===== src/rtl/imem_port_arbiter_if.sv =====
// rtl/imem_port_arbiter_if.sv - bundle of fetch, data and memory port signals for imem_port_arbiter
//
// Ports (master = arbiter view):
//   fetch  : if_req, if_addr (in)  / if_gnt, if_rvalid, if_rdata, if_freeze (out)
//   data   : d_req, d_we, d_addr, d_wdata (in) / d_gnt, d_rvalid, d_rdata (out)
//   memory : mem_rdata (in) / mem_en, mem_we, mem_addr, mem_wdata (out)
// The slave modport is the requesters' and memory's view of the same wires.

interface imem_port_arbiter_if #(
   parameter int ADDR_W = 32,
   parameter int DATA_W = 32
);
   logic              if_req;
   logic [ADDR_W-1:0] if_addr;
   logic              if_gnt;
   logic              if_rvalid;
   logic [DATA_W-1:0] if_rdata;
   logic              if_freeze;

   logic              d_req;
   logic              d_we;
   logic [ADDR_W-1:0] d_addr;
   logic [DATA_W-1:0] d_wdata;
   logic              d_gnt;
   logic              d_rvalid;
   logic [DATA_W-1:0] d_rdata;

   logic              mem_en;
   logic              mem_we;
   logic [ADDR_W-1:0] mem_addr;
   logic [DATA_W-1:0] mem_wdata;
   logic [DATA_W-1:0] mem_rdata;

   modport master (
      input  if_req, if_addr, d_req, d_we, d_addr, d_wdata, mem_rdata,
      output if_gnt, if_rvalid, if_rdata, if_freeze,
      output d_gnt, d_rvalid, d_rdata,
      output mem_en, mem_we, mem_addr, mem_wdata
   );

   modport slave (
      output if_req, if_addr, d_req, d_we, d_addr, d_wdata, mem_rdata,
      input  if_gnt, if_rvalid, if_rdata, if_freeze,
      input  d_gnt, d_rvalid, d_rdata,
      input  mem_en, mem_we, mem_addr, mem_wdata
   );
endinterface


===== src/rtl/imem_port_arbiter.sv =====
// rtl/imem_port_arbiter.sv - fetch/data arbiter for a single-port fixed-latency unified memory
//
// One transaction in flight at a time. Data wins over fetch unless fetch has
// already waited through MAX_WAIT consecutive data grants.
//
// Ports:
//   i_clk   : clock, rising edge
//   i_rst   : asynchronous active-low reset
//   io_bus  : imem_port_arbiter_if.master (fetch port, data port, memory port)

module imem_port_arbiter #(
   parameter int ADDR_W   = 32,
   parameter int DATA_W   = 32,
   parameter int MEM_LAT  = 2,
   parameter int MAX_WAIT = 4
) (
   input logic                  i_clk,
   input logic                  i_rst,
   imem_port_arbiter_if.master  io_bus
);
   localparam int LW = $clog2(MEM_LAT + 1);
   localparam int SW = $clog2(MAX_WAIT + 1);

   typedef enum logic {
      S_IDLE = 1'b0,
      S_BUSY = 1'b1
   } state_t;

   state_t            r_state;
   state_t            w_next_state;
   logic [LW-1:0]     r_lat_cnt;
   logic [SW-1:0]     r_starve;
   logic              r_owner_d;
   logic              r_we;
   logic              r_if_rvalid;
   logic              r_d_rvalid;
   logic [DATA_W-1:0] r_if_rdata;
   logic [DATA_W-1:0] r_d_rdata;

   logic              w_if_gnt;
   logic              w_d_gnt;
   logic              w_done;
   logic              w_starved;

   assign w_starved = io_bus.if_req && (r_starve == SW'(MAX_WAIT));

   // Grants are gated by i_rst so nothing issues while reset is held.
   always_comb begin
      w_next_state = r_state;
      w_if_gnt     = 1'b0;
      w_d_gnt      = 1'b0;
      w_done       = 1'b0;
      case (r_state)
         S_IDLE: begin
            if (i_rst) begin
               if (io_bus.d_req && !w_starved) begin
                  w_d_gnt = 1'b1;
               end else if (io_bus.if_req) begin
                  w_if_gnt = 1'b1;
               end
               if (w_d_gnt || w_if_gnt) begin
                  w_next_state = S_BUSY;
               end
            end
         end
         S_BUSY: begin
            // lat_cnt == 1 marks the cycle mem_rdata is valid.
            if (r_lat_cnt == LW'(1)) begin
               w_done       = 1'b1;
               w_next_state = S_IDLE;
            end
         end
         default: w_next_state = S_IDLE;
      endcase
   end

   always_comb begin
      io_bus.mem_en    = 1'b0;
      io_bus.mem_we    = 1'b0;
      io_bus.mem_addr  = '0;
      io_bus.mem_wdata = '0;
      if (w_d_gnt) begin
         io_bus.mem_en    = 1'b1;
         io_bus.mem_we    = io_bus.d_we;
         io_bus.mem_addr  = io_bus.d_addr;
         io_bus.mem_wdata = io_bus.d_wdata;
      end else if (w_if_gnt) begin
         io_bus.mem_en    = 1'b1;
         io_bus.mem_addr  = io_bus.if_addr;
      end
   end

   always_ff @(posedge i_clk or negedge i_rst) begin
      if (!i_rst) begin
         r_state <= S_IDLE;
      end else begin
         r_state <= w_next_state;
      end
   end

   always_ff @(posedge i_clk or negedge i_rst) begin
      if (!i_rst) begin
         r_lat_cnt   <= '0;
         r_owner_d   <= 1'b0;
         r_we        <= 1'b0;
         r_if_rvalid <= 1'b0;
         r_d_rvalid  <= 1'b0;
         r_if_rdata  <= '0;
         r_d_rdata   <= '0;
      end else begin
         r_if_rvalid <= 1'b0;
         r_d_rvalid  <= 1'b0;
         if (w_if_gnt || w_d_gnt) begin
            r_owner_d <= w_d_gnt;
            r_we      <= w_d_gnt && io_bus.d_we;
            r_lat_cnt <= LW'(MEM_LAT);
         end else if (r_state == S_BUSY) begin
            r_lat_cnt <= r_lat_cnt - LW'(1);
         end
         if (w_done) begin
            if (r_owner_d) begin
               r_d_rvalid <= 1'b1;
               r_d_rdata  <= r_we ? '0 : io_bus.mem_rdata;
            end else begin
               r_if_rvalid <= 1'b1;
               r_if_rdata  <= io_bus.mem_rdata;
            end
         end
      end
   end

   // Counts data grants that overtook a waiting fetch.
   always_ff @(posedge i_clk or negedge i_rst) begin
      if (!i_rst) begin
         r_starve <= '0;
      end else if (!io_bus.if_req || w_if_gnt) begin
         r_starve <= '0;
      end else if (w_d_gnt && (r_starve != SW'(MAX_WAIT))) begin
         r_starve <= r_starve + SW'(1);
      end
   end

   assign io_bus.if_gnt    = w_if_gnt;
   assign io_bus.d_gnt     = w_d_gnt;
   assign io_bus.if_rvalid = r_if_rvalid;
   assign io_bus.if_rdata  = r_if_rdata;
   assign io_bus.d_rvalid  = r_d_rvalid;
   assign io_bus.d_rdata   = r_d_rdata;
   assign io_bus.if_freeze = io_bus.if_req & ~r_if_rvalid;
endmodule


===== src/flat_wrapper.sv =====
// flat-port wrapper written by rule: the top's interface ports become plain ports
module imem_port_arbiter_flat 
#(
   parameter int ADDR_W   = 32,
   parameter int DATA_W   = 32,
   parameter int MEM_LAT  = 2,
   parameter int MAX_WAIT = 4
)
  (i_clk, i_rst, io_bus_if_req, io_bus_if_addr, io_bus_d_req, io_bus_d_we, io_bus_d_addr, io_bus_d_wdata, io_bus_mem_rdata, io_bus_if_gnt, io_bus_if_rvalid, io_bus_if_rdata, io_bus_if_freeze, io_bus_d_gnt, io_bus_d_rvalid, io_bus_d_rdata, io_bus_mem_en, io_bus_mem_we, io_bus_mem_addr, io_bus_mem_wdata);
  imem_port_arbiter_if #(.ADDR_W(ADDR_W), .DATA_W(DATA_W)) io_bus_i ();
  input logic i_clk;
  input logic i_rst;
  input wire logic [$bits(io_bus_i.if_req)-1:0] io_bus_if_req;
  input wire logic [$bits(io_bus_i.if_addr)-1:0] io_bus_if_addr;
  input wire logic [$bits(io_bus_i.d_req)-1:0] io_bus_d_req;
  input wire logic [$bits(io_bus_i.d_we)-1:0] io_bus_d_we;
  input wire logic [$bits(io_bus_i.d_addr)-1:0] io_bus_d_addr;
  input wire logic [$bits(io_bus_i.d_wdata)-1:0] io_bus_d_wdata;
  input wire logic [$bits(io_bus_i.mem_rdata)-1:0] io_bus_mem_rdata;
  output wire logic [$bits(io_bus_i.if_gnt)-1:0] io_bus_if_gnt;
  output wire logic [$bits(io_bus_i.if_rvalid)-1:0] io_bus_if_rvalid;
  output wire logic [$bits(io_bus_i.if_rdata)-1:0] io_bus_if_rdata;
  output wire logic [$bits(io_bus_i.if_freeze)-1:0] io_bus_if_freeze;
  output wire logic [$bits(io_bus_i.d_gnt)-1:0] io_bus_d_gnt;
  output wire logic [$bits(io_bus_i.d_rvalid)-1:0] io_bus_d_rvalid;
  output wire logic [$bits(io_bus_i.d_rdata)-1:0] io_bus_d_rdata;
  output wire logic [$bits(io_bus_i.mem_en)-1:0] io_bus_mem_en;
  output wire logic [$bits(io_bus_i.mem_we)-1:0] io_bus_mem_we;
  output wire logic [$bits(io_bus_i.mem_addr)-1:0] io_bus_mem_addr;
  output wire logic [$bits(io_bus_i.mem_wdata)-1:0] io_bus_mem_wdata;
  assign io_bus_i.if_req = io_bus_if_req;
  assign io_bus_i.if_addr = io_bus_if_addr;
  assign io_bus_i.d_req = io_bus_d_req;
  assign io_bus_i.d_we = io_bus_d_we;
  assign io_bus_i.d_addr = io_bus_d_addr;
  assign io_bus_i.d_wdata = io_bus_d_wdata;
  assign io_bus_i.mem_rdata = io_bus_mem_rdata;
  assign io_bus_if_gnt = io_bus_i.if_gnt;
  assign io_bus_if_rvalid = io_bus_i.if_rvalid;
  assign io_bus_if_rdata = io_bus_i.if_rdata;
  assign io_bus_if_freeze = io_bus_i.if_freeze;
  assign io_bus_d_gnt = io_bus_i.d_gnt;
  assign io_bus_d_rvalid = io_bus_i.d_rvalid;
  assign io_bus_d_rdata = io_bus_i.d_rdata;
  assign io_bus_mem_en = io_bus_i.mem_en;
  assign io_bus_mem_we = io_bus_i.mem_we;
  assign io_bus_mem_addr = io_bus_i.mem_addr;
  assign io_bus_mem_wdata = io_bus_i.mem_wdata;
  imem_port_arbiter #(.ADDR_W(ADDR_W), .DATA_W(DATA_W), .MEM_LAT(MEM_LAT), .MAX_WAIT(MAX_WAIT)) u_core (.i_clk(i_clk), .i_rst(i_rst), .io_bus(io_bus_i));
endmodule

===== config.mk =====
export PLATFORM = sky130hd
export DESIGN_NAME = imem_port_arbiter_flat
export DESIGN_NICKNAME = d
export VERILOG_FILES = /design/src/rtl/imem_port_arbiter_if.sv /design/src/rtl/imem_port_arbiter.sv /design/src/flat_wrapper.sv
export SDC_FILE = /design/constraint.sdc
export NUM_CORES = 1
export LEC_CHECK = 0
export BUFFER_PORTS_ARGS = -buffer_cell sky130_fd_sc_hd__buf_4
export CAP_MARGIN = 20
export CORE_AREA = 5 5 102 104
export DETAILED_ROUTE_END_ITERATION = 10
export DIE_AREA = 0 0 107 109
export HOLD_SLACK_MARGIN = 0.08
export PLACE_DENSITY = 0.85
export SYNTH_ARGS = -nofsm -noshare
export SYNTH_HDL_FRONTEND = slang
export SYNTH_SLANG_ARGS = --single-unit

===== constraint.sdc =====
create_clock -name i_clk -period 2.6 [get_ports i_clk]
set_input_delay 0.26 -clock i_clk [delete_from_list [all_inputs] [get_ports i_clk]]
set_output_delay 0.26 -clock i_clk [all_outputs]
set_load 0.05 [all_outputs]

== Word-level counts from Yosys, hierarchy flattened ==
Index checks and enable logic that the tools add are counted.
Widths: inputs -> output; s select.
Storage, ports and cells
  bits in registers: 74
  input bits: 133
  output and inout bits: 135
  word-level logic and storage cells: 63
Operators by class
  add/sub/neg operators: 2
  eq/ne operators: 3
  mux-type cells: 32
  bitwise operators: 4
  reduce and logical (&&, ||, !) cells: 13
Operators by type and width (count)
  $mux 32: 4
  $mux 1: 23
  $mux 3: 2
  $logic_and 1x1->1: 4
  $mux 2: 2
  $reduce_and 2->1: 2
  $reduce_bool 2->1: 2
  $add 3x1->3 const B: 1
  $eq 3x3->1 const B: 1
  $logic_or 1x1->1: 3
  $ne 3x3->1 const B: 1
  $not 1->1: 3
  $eq 2x1->1 const B: 1
  $logic_not 1->1: 2
  $pmux 1 s2: 1
  $sub 2x1->2 const B: 1
  $and 1x1->1: 1

== Logic depth before layout (Yosys ltp) ==
Gate-level depths: netlist of run 1.
  word-level depth: 12
  gate-level depth with buffers: 8
  gate-level depth less buffers: 5

== Worst setup path after synthesis of run 1 ==
Ideal clock, no wire load.
  kind: reg2out
  start point: reg u_core.r_starve[0]
  end point: out io_bus_mem_wdata[23]
  data arrival time: 1.737 ns
  path slack: 0.603 ns
  stages on the path, launching flop included: 8
  path through: dfrtp_1 inv_1 ha_1 nand3_1 and3_1 buf_2 buf_2 and2_1
Between the ends
  word-level cells in the longest chain between the ends: 10
Ends and longest elaborated chain
  start, declared: line imem_port_arbiter.sv:32  | logic [SW-1:0] r_starve;
  start signal, assigned: line imem_port_arbiter.sv:139  | r_starve <= r_starve + SW'(1);
  $eq 3x3->1: line imem_port_arbiter.sv:45  | assign w_starved = io_bus.if_req && (r_starve == SW'(MAX_WAIT));
  $logic_and 1x1->1: line imem_port_arbiter.sv:45
  $logic_not 1->1: line imem_port_arbiter.sv:56  | if (io_bus.d_req && !w_starved) begin
  $logic_and 1x1->1: line imem_port_arbiter.sv:56
  $mux 1: line imem_port_arbiter.sv:56
  $mux 1: line imem_port_arbiter.sv:55  | if (i_rst) begin
  $mux 1: line imem_port_arbiter.sv:53  | case (r_state)
  $mux 1: line imem_port_arbiter.sv:55
  $mux 1: line imem_port_arbiter.sv:53
  net io_bus_d_gnt: line flat_wrapper.sv:24  | output wire logic [$bits(io_bus_i.d_gnt)-1:0] io_bus_d_gnt;
  $mux 32: line imem_port_arbiter.sv:82  | if (w_d_gnt) begin
  end, declared: line flat_wrapper.sv:30  | output wire logic [$bits(io_bus_i.mem_wdata)-1:0] io_bus_mem_wdata;
The timed path passes the listed nets, and every way through them passes these cells. The select of a mux whose other input is x is not followed.

== Worst setup path after layout of run 1 ==
  start point: reg u_core.r_starve[0]
  end point: out io_bus_mem_addr[19]
Between the ends
  word-level cells in the longest chain between the ends: 11
  elaborated cells between the ends (all ways): 16
  classes of those cells: 1 x eq/ne; 12 x mux; 3 x reduce/logical
Ends and longest elaborated chain
  $eq 3x3->1 *: line imem_port_arbiter.sv:45
  $logic_and 1x1->1 *: line imem_port_arbiter.sv:45
  $logic_not 1->1 *: line imem_port_arbiter.sv:56
  $logic_and 1x1->1 *: line imem_port_arbiter.sv:56
  $mux 1: line imem_port_arbiter.sv:56
  $mux 1: line imem_port_arbiter.sv:55
  $mux 1: line imem_port_arbiter.sv:53
  $mux 1: line imem_port_arbiter.sv:55
  $mux 1: line imem_port_arbiter.sv:53
  $mux 32: line imem_port_arbiter.sv:87  | end else if (w_if_gnt) begin
  $mux 32 *: line imem_port_arbiter.sv:82
  end, declared: line flat_wrapper.sv:29  | output wire logic [$bits(io_bus_i.mem_addr)-1:0] io_bus_mem_addr;
Every way passes the cells marked *; elsewhere a longest branch is shown, timed or not. The select of a mux whose other input is x is not followed.

==> results of run 1 <==
[cell families (layout without fill, tap and decap cells)]
| family | count (synthesis) | after routing | share of synthesized area, % |
|---|---|---|---|
| flip-flops | 74 | 74 | 51.7 |
| AND/OR/NAND/NOR | 114 | 114 | 17.5 |
| multiplexers | 33 | 33 | 10.3 |
| adder cells (fa/ha/maj) | 3 | 3 | 1.05 |
| AO/OA/AOI/OAI | 75 | 75 | 14.4 |
| buffers and inverters | 33 | 296 | 4.96 |
[power by group through the flow]
| stage | Clock [mW] | Combinational [mW] | Sequential, mW |
|---|---|---|---|
| 2_1_floorplan | 0 | 1.38 | 3.75 |
| 3_3_place_gp | 0 | 4.45 | 2.06 |
| 3_5_place_dp | 0 | 4.52 | 2.09 |
| 4_1_cts | 0.824 | 4.53 | 2.07 |
| 5_1_grt | 0.883 | 4.70 | 2.14 |
| 6_report | 0.792 | 4.49 | 2.06 |
[path summary, 6_finish.rpt]
check | endpoint | cells past startpoint | from
max reg2reg | u_core.io_bus.d_rdata[15] | 5 | u_core.r_lat_cnt[1]
min reg2reg | u_core.io_bus.d_rdata[8] | 2 | u_core.io_bus.d_rdata[8]
max in group asynchronous | u_core.io_bus.if_rdata[1] | 2 | i_rst
min | u_core.io_bus.if_rdata[10] | 2 | io_bus_mem_rdata[10]
max | io_bus_mem_addr[19] | 6 | u_core.r_starve[0]
min in group asynchronous | u_core.io_bus.if_rdata[13] | 2 | i_rst
[metal layers]
| metal | GRT usage, % | up-vias | wire length, um |
|---|---|---|---|
| met5 | 0 | - | 0 |
| met4 | 4.11 | 0 | 97 |
| met3 | 6.45 | 6 | 992 |
| met2 | 31.2 | 156 | 5960 |
| met1 | 24.4 | 1598 | 4780 |
| li1 | - | 1645 | - |
[area by class of cell]
cell class / instances / area, sq um
tap: 114 / 143
fill: 759 / 3640
clock inverter: 6 / 40.0
multi-input combinational: 225 / 1560
inverter: 8 / 30.0
sequential: 74 / 1850
clock buffer: 10 / 138
timing repair buffer: 272 / 2050
[per-stage QoR]
step	setup WS, ps	cell area (sq um)
2_1_floorplan	603	3580
5_1_grt	186	5820
3_5_place_dp	131	5640
3_3_place_gp	289	5640
6_report	336	5820
4_1_cts	138	5810
[synth_stat cells (6+ instances only)]
cell      number  area share (%)
mux2_2        32              10
clkbuf_1      12             1.3
dfrtp_1       74              52
nand2b_1      33             5.8
a22o_1        33             8.1
o21ai_0       36             5.0
buf_6          6             1.9
and2_1        33             5.8
inv_1          8            0.84
buf_2          7            0.98
nand2_1       36             3.8
[registers in the layout (all words and copies together), names as in the netlist]
| name | count |
|---|---|
| u_core.r_lat_cnt | 2 |
| u_core.io_bus.if_rvalid | 1 |
| u_core.io_bus.if_rdata | 32 |
| u_core.r_we | 1 |
| u_core.r_starve | 3 |
| u_core.r_owner_d | 1 |
| u_core.io_bus.d_rdata | 32 |
| u_core.io_bus.d_rvalid | 1 |
| u_core.r_state | 1 |
==> results_dict.tcl, run 1 <==
set metrics [dict create \
    status "completed" \
    cts_tree "built" \
    post_cts_buffers 0 \
    syn_to_final_growth_pct 62.5 \
    grt_antenna_before_repair 0 \
    wire_per_inst_um 16.7 \
    ys.flop_type "dfrtp_1" \
    crit_buf_inv 2 \
    crit_type "flop to output pin" \
    hold_viol 0 \
    synth_seq_cells 74 \
    htree_levels 3 \
    ir_drop_mv 0.743 \
    synthArstFlopShare_pct 100 \
    drcViolationCount 0 \
    whs_ps 167 \
    p_int_mw 3.55 \
    drtAntennaViolNets 0 \
    path_clk_slew_ps 80 \
    slowest_stage "and3_4" \
    die-area_sq_um 11700 \
    synth-edff-count 0 \
    final_util_pct 61.5 \
    grt_max_degree 76 \
    synth_cell_types 26 \
    grtUsageTotal_pct 19.0 \
    dp.cells 693 \
    slew_headroom_pct 39.0 \
    drive_above_1_share_pct 54.5 \
    synth.cell_area_sq_um 3580 \
    synth_cells 332 \
    finalPower_mw 7.34 \
    path_cells "inv_1 > ha_1 > a21bo_1 > and3_4 > a22o_1 > buf_4" \
    period_share_pct 87.1 \
    layout_min_cycle_time_ps 2260 \
    grt_pass1_vias 3470 \
    tns_ps 0 \
    synthesis.nets 468 \
    die-height_um 109 \
    gp_congestion 0.769 \
    die_w_um 107 \
    ys_seq_area_share_pct 51.7 \
    clock-root-buffer "clkbuf_8" \
    maxCapViolations 0 \
    grt_pass1_wl_mm 17.5 \
    drv_slew 0 \
    clock_latency_ps 320 \
    cts.sinks 74 \
    initial_core_util_pct 37.8 \
    switching_share_pct 51.6 \
    io_pins 268 \
    power.density_nw_per_um2 1260 \
    rsz0062_at_grt "no" \
    crit_arrival_ps 2000 \
    final_nets 726 \
    dr.first_iter.drc_count 131 \
    ys_warn_count 0 \
    power_frac_seq_pct 28.1 \
    final_cell_mix "buf_4 (271), dfrtp_1 (74), o21ai_0 (36), nand2_1 (36)" \
    clk_path_buf_depth 2 \
    pwr-share-clk_pct 10.8 \
    critPathTopFamily "simple AND/OR/NAND/NOR gates" \
    vias_per_cell 4.80 \
    diodes 0 \
    ctsHoldBuffers 0 \
    first_pass_iters 4 \
    min_path_type "input pin to flop" \
    ctsResizeCount 1 \
    place.detailed.hpwl_mm 9.37 \
    startpoint_type "flop" \
    critPathRequiredTime_ps 2340 \
    end_kind "output pin" \
    worstMarginPinSlew_ps 915 \
    core_area_sq_um 9460 \
    cts_buffers 9 \
    avgSynthCellArea_sq_um 10.8 \
    routed_wl_mm 11.8 \
    fmax_mhz 442 \
    path_max_fanout 33 \
    grt.overflow.total 0 \
    layout_commonest_cell "buf_4" \
    portBuffers 267 \
    instances_no_fill 709 \
    max_stage_delay_ps 430 \
    finClkSkew_ps 9.11 \
    p_sw_mw 3.79 \
    comb_power_share_pct 61.1 \
    setup_viol 0 \
    reg2reg_slack_ps 720 \
    rows 36 \
    vias 3405 \
    p_leak_nw 3.05 \
]
Power figures use the tool's default switching activity.
==> run 2, diff against run 1 <==
Settings changed: ABC_AREA from default to 1, CORE_AREA 5 5 102 104 to 5 5 101 103, DIE_AREA 0 0 107 109 to 0 0 106 108, PLACE_DENSITY 0.85 to 0.88.
==> run 2 against run 1 <==
Hold slack got worse by 45 ps; critical path depth increased by 4; sequential share of layout area decreased by 0.48 points; first-iteration DRC count increased to 2.7 times the previous value; critical path type unchanged; largest cell class unchanged; largest power group unchanged; highest routed layer unchanged.
==> results_dict.tcl, run 2 <==
set metrics [dict create \
    cts_buffers 9 \
    grt_antenna_before_repair 0 \
    layout_commonest_cell "buf_4" \
    r2r-start "u_core.r_starve[0]" \
    synth_cells 504 \
    final_cell_mix "buf_4 (275), nand2_1 (235), dfrtp_1 (74)" \
    layout_min_cycle_time_ps 2370 \
    rsz0062_at_grt "no" \
    status "completed" \
    die-area_sq_um 11400 \
    crit_type "flop to output pin" \
    startpoint_type "flop" \
    htree_levels 3 \
    rows 35 \
    wire_per_inst_um 16.5 \
    syn_to_final_growth_pct 60.6 \
    diodes 0 \
    clock-root-buffer "clkbuf_8" \
    drv_slew 0 \
    slew_headroom_pct 38.9 \
    yosys.area.top_type "dfrtp_1" \
    synth_cell_types 20 \
    period_share_pct 91.0 \
    avgSynthCellArea_sq_um 7.30 \
    die-height_um 108 \
    ys_seq_area_share_pct 50.3 \
    cts_tree "built" \
    synthesis.nets 640 \
    maxCapViolations 0 \
    final_nets 899 \
    first_pass_iters 5 \
    core_area_sq_um 9110 \
    grt_max_degree 75 \
    vias 4295 \
    multiInputGateArea_sq_um 1520 \
    ys.flop_type "dfrtp_1" \
    worstMarginPinSlew_ps 916 \
    grt_pass1_wl_mm 22.1 \
    crit_arrival_ps 2110 \
    dp.cells 863 \
    drcViolationCount 0 \
    instances_no_fill 879 \
    whs_path_depth 3 \
    synth-edff-count 0 \
    clock_latency_ps 330 \
    min_path_type "input pin to flop" \
    p_leak_nw 3.51 \
    io_pins 268 \
    synthArstFlopShare_pct 100 \
    cts.sinks 74 \
    ys_warn_count 0 \
    grt_pass1_vias 4286 \
    hold_viol 0 \
    initial_core_util_pct 40.4 \
    min_from "io_bus_mem_rdata[15]" \
    ctsHoldBuffers 0 \
    reg2reg_to "u_core.r_owner_d" \
    fmax_mhz 423 \
    synth_seq_cells 74 \
    finClkSkew_ps 9.54 \
    portBuffers 267 \
    grt.overflow.total 0 \
    whs_ps 123 \
    yosys.cell_count.top_type "nand2_1" \
    critPathRequiredTime_ps 2340 \
    reg2reg_slack_ps 920 \
    clk_path_buf_depth 2 \
    dr.first_iter.drc_count 355 \
    routed_wl_mm 14.5 \
    area.sequential_sq_um 1850 \
    vias_per_cell 4.89 \
    path_max_fanout 34 \
    path_clk_slew_ps 80 \
    yosys-top-cells-area "dfrtp_1 (50%), nand2_1 (24%), nand3_1 (5.0%), o21ai_0 (5.0%), inv_1 (4.4%)" \
    stdcell_area_sq_um 5910 \
    fillers 799 \
    place_ws_ps 514 \
    reg2reg_depth 8 \
    ys_top_cells_by_count "nand2_1 (235), dfrtp_1 (74), inv_1 (43)" \
    postPlaceCellArea_sq_um 5740 \
    setup_viol 0 \
    post_cts_buffers 0 \
    grtUsageTotal_pct 24.5 \
    fin_ws_ps 234 \
    end_kind "output pin" \
    place.detailed.hpwl_mm 11.3 \
    synth_top_area_share_pct 50.3 \
    gp_congestion 0.947 \
    drive_above_1_share_pct 38.7 \
    tns_ps 0 \
    ir_drop_mv 0.836 \
    whs_endpoint "u_core.io_bus.if_rdata[15]" \
    die_w_um 106 \
    drtAntennaViolNets 0 \
    power.density_nw_per_um2 1230 \
    synth.cell_area_sq_um 3680 \
]
==> run 2: critical path, stage by stage, from the launching register on <==
cell and delay, ps:
dfrtp_1 410, inv_1 90, ha_1 170, nand3_1 100
nand2_1 130, inv_2 80, nor2_4 70, buf_4 320
nand2_1 120, nand2_1 90, buf_4 190
==> run 2: how the worst max path moves through the flow <==
stage | startpoint | to | slack (ps)
finish | u_core.r_starve[0] | io_bus_mem_addr[27] | 230
global route | u_core.r_starve[0] | io_bus_mem_addr[10] | 10
CTS | u_core.r_starve[0] | io_bus_mem_addr[25] | 140
detailed placement | u_core.r_starve[0] | io_bus_mem_addr[25] | 510
global placement | u_core.r_starve[0] | io_bus_mem_addr[26] | 650
floorplan | u_core.r_starve[0] | io_bus_mem_wdata[10] | 570
==> run 2: cell families (layout without fill, tap and decap cells) <==
logic type                 after synthesis  count (layout)  share of synthesized area, %
AOI/OAI and AO/OA                       39              39                          5.37
buffers and inverters                   72             336                          8.44
and+or+nand+nor                        315             315                          34.6
adders and majority gates                3               3                          1.02
DFF                                     74              74                          50.3
xor gates and xnor gates                 1               1                         0.238
==> run 2: stage by stage <==
step / power (mW) / util, %
CTS: 7.33 / 64.8
global placement: 6.44 / 63.0
global route: 7.68 / 64.8
floorplan: 5.00 / -
detailed placement: 6.54 / 63.0
finish: 7.28 / 64.8
==> run 2: where the power goes <==
| part | internal (mW) | switching (mW) |
|---|---|---|
| Combinational | 1.25 | 3.26 |
| Clock | 0.370 | 0.396 |
| Sequential | 1.69 | 0.310 |
==> run 2: area by class of cell <==
type                            instances  share of cell area, %
Clock inverter                          3                  0.254
Sequential cell                        74                   31.3
Clock buffer                           13                   2.52
Tap cell                              111                   2.35
Timing Repair Buffer                  275                   35.0
Multi-Input combinational cell        358                   25.7
Inverter                               45                   2.90
==> run 2: timing repair <==
action / 4_1_cts / 5_1_grt
gates resized for setup: 0 / 2
endpoints found under the setup margin: 0 / 14
endpoints found under the hold margin: 0 / 0
==> run 2: per-layer routing <==
metal  wire length (um)  GRT usage (%)  up-vias
met5                  0              0        -
met4                373           8.60        0
met3               1610           9.25       29
met2               7350           43.9      237
met1               5190           26.7     1978
li1                   -              -     2051
==> run 3, diff against run 2 <==
Settings changed: PLACE_DENSITY 0.88 to 0.8.
==> run 3 against run 2 <==
Largest power group unchanged; non-clock buffer count up 1; count of clock-buffer cells in the layout shrank 2; critical path type unchanged; hold slack got worse by 3.2 ps.
==> results_dict.tcl, run 3 (synthesis results as in run 2) <==
set metrics [dict create \
    status "completed" \
    clock_latency_ps 340 \
    whs_ps 119 \
    fmax_mhz 423 \
    first_pass_iters 4 \
    rsz0062_at_grt "no" \
    diodes 0 \
    maxCapViolations 0 \
    final_nets 900 \
    vias_per_cell 4.75 \
    ctsHoldBuffers 0 \
    crit_arrival_ps 2100 \
    period_share_pct 90.8 \
    grt_pass1_wl_mm 22.1 \
    p_leak_nw 3.53 \
    grt_antenna_before_repair 1 \
    dr_wl_met2_mm 7.37 \
    place_ws_ps 528 \
    wire_per_inst_um 16.4 \
    clock-root-buffer "clkbuf_8" \
    place.detailed.hpwl_mm 11.2 \
    finalPower_mw 7.33 \
    stdcell_area_sq_um 5950 \
    layout_min_cycle_time_ps 2360 \
    grt_pass1_vias 4154 \
    dr.first_iter.drc_count 276 \
    path_common_cell "nand2_1" \
    route.met3.wl_mm 1.43 \
    drv_slew 0 \
    finClkSkew_ps 7.21 \
    grt_max_degree 75 \
    drtAntennaViolNets 0 \
    final_util_pct 65.3 \
    grt.overflow.total 0 \
    power.density_nw_per_um2 1230 \
    core_area_sq_um 9110 \
    crit_type "flop to output pin" \
    critPathTopFamily "buffers and inverters" \
    initial_core_util_pct 40.4 \
    path_clk_slew_ps 80 \
    dp.cells 863 \
    portBuffers 267 \
    gp_congestion 0.906 \
    instances_no_fill 879 \
    path_cells "inv_1 > ha_1 > nand3_1 > nand2_1 > inv_2 > nor2_4 > buf_4 > nand2_1 > nand2_1 > buf_4" \
    worstMarginPinSlew_ps 918 \
    hold_viol 0 \
    io_pins 268 \
    slew_headroom_pct 38.8 \
    die-area_sq_um 11400 \
    die-height_um 108 \
    die_w_um 106 \
    syn_to_final_growth_pct 61.7 \
    crit_buf_inv 4 \
    postPlaceCellArea_sq_um 5740 \
    cts_tree "built" \
    htree_levels 3 \
    drcViolationCount 0 \
    fin_ws_ps 238 \
    ir_drop_mv 0.851 \
    max_stage_delay_ps 400 \
    slowest_stage "dfrtp_1" \
    grtUsageTotal_pct 24.5 \
    rows 35 \
    drive_above_1_share_pct 39.1 \
    min_path_type "input pin to flop" \
    tns_ps 0 \
    vias 4174 \
    end_kind "output pin" \
    path_max_fanout 34 \
    routed_wl_mm 14.4 \
    cts.sinks 74 \
    clk_path_buf_depth 2 \
    met1_length_mm 5.11 \
    startpoint_type "flop" \
    setup_viol 0 \
    cts_buffers 9 \
    final_cell_mix "buf_4 (275), nand2_1 (235), dfrtp_1 (74)" \
    layout_commonest_cell "buf_4" \
    top_layer_used "met5" \
    critPathRequiredTime_ps 2340 \
]
==> run 3: cell types whose count changed in the layout (fill, tap and decap cells not counted), sizes merged <==
cell | before | now
buf | 275 | 276
inv | 45 | 46
clkinv | 3 | 2
clkinvlp | 0 | 1
clkbuf | 13 | 11
==> run 3: path summary, 6_finish.rpt <==
kind	from	end	slack, ps	cells past startpoint
min	io_bus_mem_rdata[20]	u_core.io_bus.if_rdata[20]	120	3
min in group asynchronous	i_rst	u_core.r_we	170	2
max in group asynchronous	i_rst	u_core.io_bus.if_rdata[2]	1860	2
max reg2reg	u_core.r_lat_cnt[1]	u_core.io_bus.d_rdata[16]	750	7
max	u_core.r_starve[0]	io_bus_mem_addr[18]	240	10
min reg2reg	u_core.io_bus.if_rdata[27]	u_core.io_bus.if_rdata[27]	480	2
==> run 3: worst register-to-register path, stage by stage, from the launching register on <==
cell	delay, ps
dfrtp_1	360
inv_1	70
ha_1	210
nand2_2	60
buf_4	230
nor2_4	610
nand3_1	170
nand2_1	100
==> run 3: where the power goes <==
group | total (mW) | switching, mW | internal, mW | leakage, nW
Clock | 0.809 | 0.416 | 0.393 | 0.0916
Sequential | 2.00 | 0.306 | 1.69 | 0.901
Combinational | 4.52 | 3.25 | 1.26 | 2.54
==> run 3: metal layers <==
metal / track usage (%) / vias up
met3: 9.13 / 32
met4: 10.4 / 2
li1: - / 2054
met5: 0 / -
met2: 43.6 / 180
met1: 26.2 / 1906
==> run 3: repair_timing <==
| item | CTS | global route |
|---|---|---|
| gates resized for setup | 0 | 2 |
| endpoints found under the setup margin | 0 | 13 |
| buffers inserted | 0 | 0 |
==> run 3: layout make-up <==
type | count | area (sq um)
repair buffers | 276 | 2090
clock inverters | 4 | 26.3
inverters | 45 | 171
clock buffers | 11 | 151
multi-input cells | 358 | 1520
flip-flops and latches | 74 | 1850
fillers | 818 | 3160
well taps | 111 | 139
